===== src/rtl/acl2_sample_assembler.sv =====
// Assembles the six-byte ADXL362 burst (XDATA_L..ZDATA_H) into signed 12-bit X/Y/Z samples,
// checks frame length and sign-extension, and keeps sample/error counters.
module acl2_sample_assembler #(
  parameter int COUNT_WIDTH = 16,
  parameter int ERR_WIDTH   = 8
) (
  input  logic                   CLK,
  input  logic                   RESET,
  input  logic                   FRAME_START,
  input  logic                   FRAME_END,
  input  logic                   BYTE_VALID,
  input  logic [7:0]             BYTE_DATA,
  output logic [11:0]            X_DATA,
  output logic [11:0]            Y_DATA,
  output logic [11:0]            Z_DATA,
  output logic [2:0]             AXIS_FAULT,
  output logic                   SAMPLE_VALID,
  output logic                   FRAME_ERROR,
  output logic [COUNT_WIDTH-1:0] SAMPLE_COUNT,
  output logic [ERR_WIDTH-1:0]   ERROR_COUNT,
  output logic                   BUSY
);

  typedef enum logic [1:0] {
    ST_IDLE,
    ST_COLLECT,
    ST_WAIT_END
  } state_t;

  state_t                 state_reg, state_next;
  logic [2:0]             index_reg, index_next;
  logic                   overrun_reg, overrun_next;
  logic [7:0]             stage_reg [0:5];
  logic [7:0]             stage_next [0:5];
  logic [11:0]            axis_reg [0:2];
  logic [11:0]            sample_next [0:2];
  logic [2:0]             fault_reg, fault_next;
  logic                   sample_valid_reg, frame_error_reg;
  logic [COUNT_WIDTH-1:0] sample_count_reg;
  logic [ERR_WIDTH-1:0]   error_count_reg;

  logic publish, discard, frame_full, old_byte, frame_active;

  // A byte that coincides with FRAME_START belongs to the new frame, never the old one.
  always_comb begin
    state_next   = state_reg;
    index_next   = index_reg;
    overrun_next = overrun_reg;
    for (int i = 0; i < 6; i++) stage_next[i] = stage_reg[i];
    publish      = 1'b0;
    discard      = 1'b0;
    frame_full   = 1'b0;
    old_byte     = BYTE_VALID && !FRAME_START;
    frame_active = (state_reg != ST_IDLE);

    if (state_reg == ST_COLLECT && old_byte) begin
      stage_next[index_reg] = BYTE_DATA;
      if (index_reg == 3'd5) frame_full = 1'b1;
      else                   index_next = index_reg + 3'd1;
    end

    if (state_reg == ST_WAIT_END && old_byte) overrun_next = 1'b1;

    // The old frame is always resolved before a coincident FRAME_START opens a new one.
    if (frame_active && FRAME_END) begin
      if (frame_full || (state_reg == ST_WAIT_END && !overrun_next)) publish = 1'b1;
      else                                                          discard = 1'b1;
      state_next   = ST_IDLE;
      index_next   = 3'd0;
      overrun_next = 1'b0;
    end else if (frame_full) begin
      state_next = ST_WAIT_END;
      index_next = 3'd0;
    end else if (frame_active && FRAME_START) begin
      discard = 1'b1;
    end

    if (FRAME_START) begin
      state_next   = ST_COLLECT;
      overrun_next = 1'b0;
      if (BYTE_VALID) begin
        stage_next[0] = BYTE_DATA;
        index_next    = 3'd1;
      end else begin
        index_next = 3'd0;
      end
    end
  end

  genvar gi;
  generate
    for (gi = 0; gi < 3; gi++) begin : g_axis
      assign sample_next[gi] = {stage_next[2*gi+1][3:0], stage_next[2*gi]};
      assign fault_next[gi]  = (stage_next[2*gi+1][7:4] != {4{stage_next[2*gi+1][3]}});
    end
  endgenerate

  always_ff @(posedge CLK or posedge RESET) begin
    if (RESET) begin
      state_reg        <= ST_IDLE;
      index_reg        <= 3'd0;
      overrun_reg      <= 1'b0;
      for (int i = 0; i < 6; i++) stage_reg[i] <= 8'd0;
      for (int i = 0; i < 3; i++) axis_reg[i] <= 12'd0;
      fault_reg        <= 3'd0;
      sample_valid_reg <= 1'b0;
      frame_error_reg  <= 1'b0;
      sample_count_reg <= '0;
      error_count_reg  <= '0;
    end else begin
      state_reg        <= state_next;
      index_reg        <= index_next;
      overrun_reg      <= overrun_next;
      for (int i = 0; i < 6; i++) stage_reg[i] <= stage_next[i];
      sample_valid_reg <= publish;
      frame_error_reg  <= discard;
      if (publish) begin
        for (int i = 0; i < 3; i++) axis_reg[i] <= sample_next[i];
        fault_reg        <= fault_next;
        sample_count_reg <= sample_count_reg + COUNT_WIDTH'(1);
      end
      if (discard && (error_count_reg != {ERR_WIDTH{1'b1}})) begin
        error_count_reg <= error_count_reg + ERR_WIDTH'(1);
      end
    end
  end

  assign X_DATA       = axis_reg[0];
  assign Y_DATA       = axis_reg[1];
  assign Z_DATA       = axis_reg[2];
  assign AXIS_FAULT   = fault_reg;
  assign SAMPLE_VALID = sample_valid_reg;
  assign FRAME_ERROR  = frame_error_reg;
  assign SAMPLE_COUNT = sample_count_reg;
  assign ERROR_COUNT  = error_count_reg;
  assign BUSY         = (state_reg != ST_IDLE);

endmodule


===== config.mk =====
export PLATFORM = sky130hd
export DESIGN_NAME = acl2_sample_assembler
export DESIGN_NICKNAME = d
export VERILOG_FILES = /design/src/rtl/acl2_sample_assembler.sv
export SDC_FILE = /design/constraint.sdc
export NUM_CORES = 1
export LEC_CHECK = 0
export CAP_MARGIN = 15
export CORE_MARGIN = 1.5
export CORE_UTILIZATION = 25
export CTS_CLUSTER_DIAMETER = 150
export DETAILED_ROUTE_END_ITERATION = 10
export SLEW_MARGIN = 40
export SYNTH_ARGS = -nofsm -noshare
export SYNTH_HDL_FRONTEND = slang
export SYNTH_SLANG_ARGS = --single-unit

===== constraint.sdc =====
create_clock -name CLK -period 4.35 [get_ports CLK]
set_clock_uncertainty 0.1 [all_clocks]
set_input_delay 1.0875 -clock CLK [delete_from_list [all_inputs] [get_ports CLK]]
set_output_delay 1.0875 -clock CLK [all_outputs]
set_load 0.005 [all_outputs]

==> impl_metrics.csv <==
group,metric,value,unit
run_status,status,"completed",
clock_network,cts_setup_buffers,0,
clock_network,root_buffer,"clkbuf_16",
setup_path,crit_arrival,3.55,ns
clock_network,clock_latency,0.41,ns
yosys,synth_largest_area_cell,"dfrtp_1",
detailed_routing,ant_nets,0,
power,power.density,427,mW/mm²
sta,slew_headroom,51.9,%
grt,grt_pass1_vias,3426,
grt,grt_usage,12.0,%
yosys,ys_ff_latch,119,
sta,fin_setup_tns,0,ns
grt,grt_pass1_wl,18.6,mm
min_path,hold_path.class,"flop to flop",
grt,grt_antenna_before_repair,0,
grt,gr-total-overflow,0,
power,irDropWorstVdd,0.000282,V
yosys,synth.top_cell.area_share,60.0,%
place,dp_slack,0.569,ns
clock_network,htree_levels,4,
sta,fmax,299,MHz
detailed_routing,detail_route.wirelength,11.5,mm
yosys,avgSynthCellArea,12.8,µm²
layout,finish.instance_area,0.00662,mm²
sta,layout_min_cycle_time,3.35,ns
yosys,synth_xor_area_share,3.88,%
grt,grt_max_degree,65,
yosys,syn_nets,405,
clock_network,cts_hold_buffers,0,
detailed_routing,drc,0,
clock_network,cts_made_buffers,17,
layout,nets,494,
setup_path,cp_max_fo,9,
yosys,synth_compound_area_share,2.77,%
die,core,0.0195,mm²
layout,antenna_cells,0,
yosys,yosys_warnings,0,
place,dpl_cell_area,0.00607,mm²
yosys,syn_area,0.00496,mm²
layout,largest_reg_flops,48,
die,dieHeight,144,µm
layout,syn2layout_area_growth,33.4,%
yosys,synth_area_leaders,"dfrtp_1, mux2_2, mux2_4, nand2_1, xnor2_1",
sta,slew_violations,0,
die,rows,51,
yosys,syn_inst,388,
flow_run,cap_violations,0,
clock_network,clock_path_buffers,2,
detailed_routing,dr_wl_met2,5.24,mm
clock_network,clk_pin_slew,0.06,ns
setup_path,criticalPathCategory,"input port to flop",
sta,finalHoldViolCount,0,
place,io_buffers,78,
die,dieArea,0.0207,mm²
yosys,muxShareOfSynthArea,17.3,%
yosys,ys_types,39,
sta,fin_hold_ws,0.369,ns
sta,rsz0062_at_grt,"no",
detailed_routing,dr.pass1.iters,4,
layout,final_cell_mix,"dfrtp_1, clkdlybuf4s50_1, nand2_1, mux2_2, clkbuf_16",
detailed_routing,drtIter0Drc,143,
layout,final_common_cell,"dfrtp_1",
yosys,synth_fa_ha_area_share,1.01,%
detailed_routing,drt-met1-wl,5.27,mm
setup_path,cp-start-kind,"input port",
yosys,synthSimpleGateAreaFrac,13.4,%
sta,fin_crit_sh,76.9,%
layout,drive_gt1_share,23.1,%
yosys,synth_top_family_by_area,"multiplexers",
layout,fin_util,34.0,%
place,dp_hpwl,7.74,mm
detailed_routing,wire_per_inst,15.2,µm
detailed_routing,vias,3250,
detailed_routing,wl_met3,741,µm
clock_network,cts_tree,"built",
sta,setup_viol,0,
power,leakagePower,3.03,nW
setup_path,end_kind,"flop",
clock_network,numClockSinks,119,
place,place_congestion,0.750,
die,die_x,144,µm
setup_path,cp_data_required_time,4.55,ns
clock_network,cts-resized-gates,0,
die,initial_core_util,25.5,%
detailed_routing,avgViaCountPerCell,4.31,
detailed_routing,top_layer_used,"met4",
sta,worstMarginPinSlew,0.721,ns
die,ios,79,
sta,worst_slack,1.00,ns
yosys,ys_seq_area_share,60.0,%
-- layout make-up --
cell class | instances | area [µm²]
fill | 1890 | 12800
timing repair buffer | 81 | 828
sequential | 119 | 2980
tap | 265 | 332
multi-input combinational | 252 | 1900
inverter | 6 | 25.0
clock inverter | 12 | 103
clock buffer | 19 | 453
-- where the power goes --
| group | total, W | internal (W) | switching [W] | leakage [nW] |
|---|---|---|---|---|
| Sequential | 0.00125 | 0.00119 | 0.0000643 | 1.60 |
| Clock | 0.00131 | 0.000807 | 0.000500 | 0.267 |
| Combinational | 0.000269 | 0.000156 | 0.000114 | 1.16 |
-- synthesized netlist by cell type --
library cell and n:
xnor2_1 16, o22a_1 1, dfrtp_1 119, mux2_2 55, o21a_1 1, nor3_1 3
or4_1 4, o22ai_2 1, or3b_1 1, a21boi_2 1, buf_6 1, clkbuf_1 4
mux2_4 16, nand4bb_1 1, nand2_1 62, inv_1 5, xor2_1 6, nand4_1 12
and4bb_2 1, o21bai_1 1, ha_1 4, buf_2 5, o21ai_0 9, nor3b_1 1
nor4_1 1, a21oi_1 6, and2_1 2, and4_1 1, o211ai_1 2, inv_2 1
and3_1 8, nand3_1 14, or4_4 1, or2_2 1, nand2b_1 3, nor2b_1 1
buf_4 1, nor4b_4 1, nor2_1 15
-- kinds of logic (layout without fill, tap and decap cells) --
kind of cell,count (synthesis),after routing
AND/OR/NAND/NOR,133,133
flip-flops,119,119
multiplexers,71,71
AO/OA/AOI/OAI,22,22
XOR/XNOR,22,22
buffers and inverters,17,118
adder cells (fa/ha/maj),4,4
-- final timing paths --
kind	startpoint	endpoint	slack [ns]	cells past startpoint
max	FRAME_START	Y_DATA[9]	1.00	6
min	SAMPLE_COUNT[15]	SAMPLE_COUNT[15]	0.37	1
max reg2reg	state_reg[1]	Y_DATA[9]	1.78	5
min reg2reg	SAMPLE_COUNT[15]	SAMPLE_COUNT[15]	0.37	1
max in group asynchronous	RESET	AXIS_FAULT[1]	2.28	3
min in group asynchronous	RESET	Z_DATA[0]	1.05	2
-- layer usage --
metal  up-vias  global-route usage [%]
li1       1533                       -
met1      1624                    15.1
met2        74                    17.9
met3        19                    5.23
met4         0                    5.32
met5         -                       0
-- stage by stage --
| stage | power [W] | std cells |
|---|---|---|
| finish | 0.00283 | 754 |
| global route | 0.00296 | 754 |
| CTS | 0.00287 | 754 |
| detailed placement | 0.00154 | 723 |
| global placement | 0.00153 | 723 |
| floorplan | 0.00141 | 388 |
-- worst max-delay path: stages --
cell             delay, ns
clkdlybuf4s50_1       0.52
nand4bb_1             0.52
nor2_1                0.29
and3_1                0.47
mux2_2                0.40
mux2_2                0.27
(Power assumes the default switching activity.)
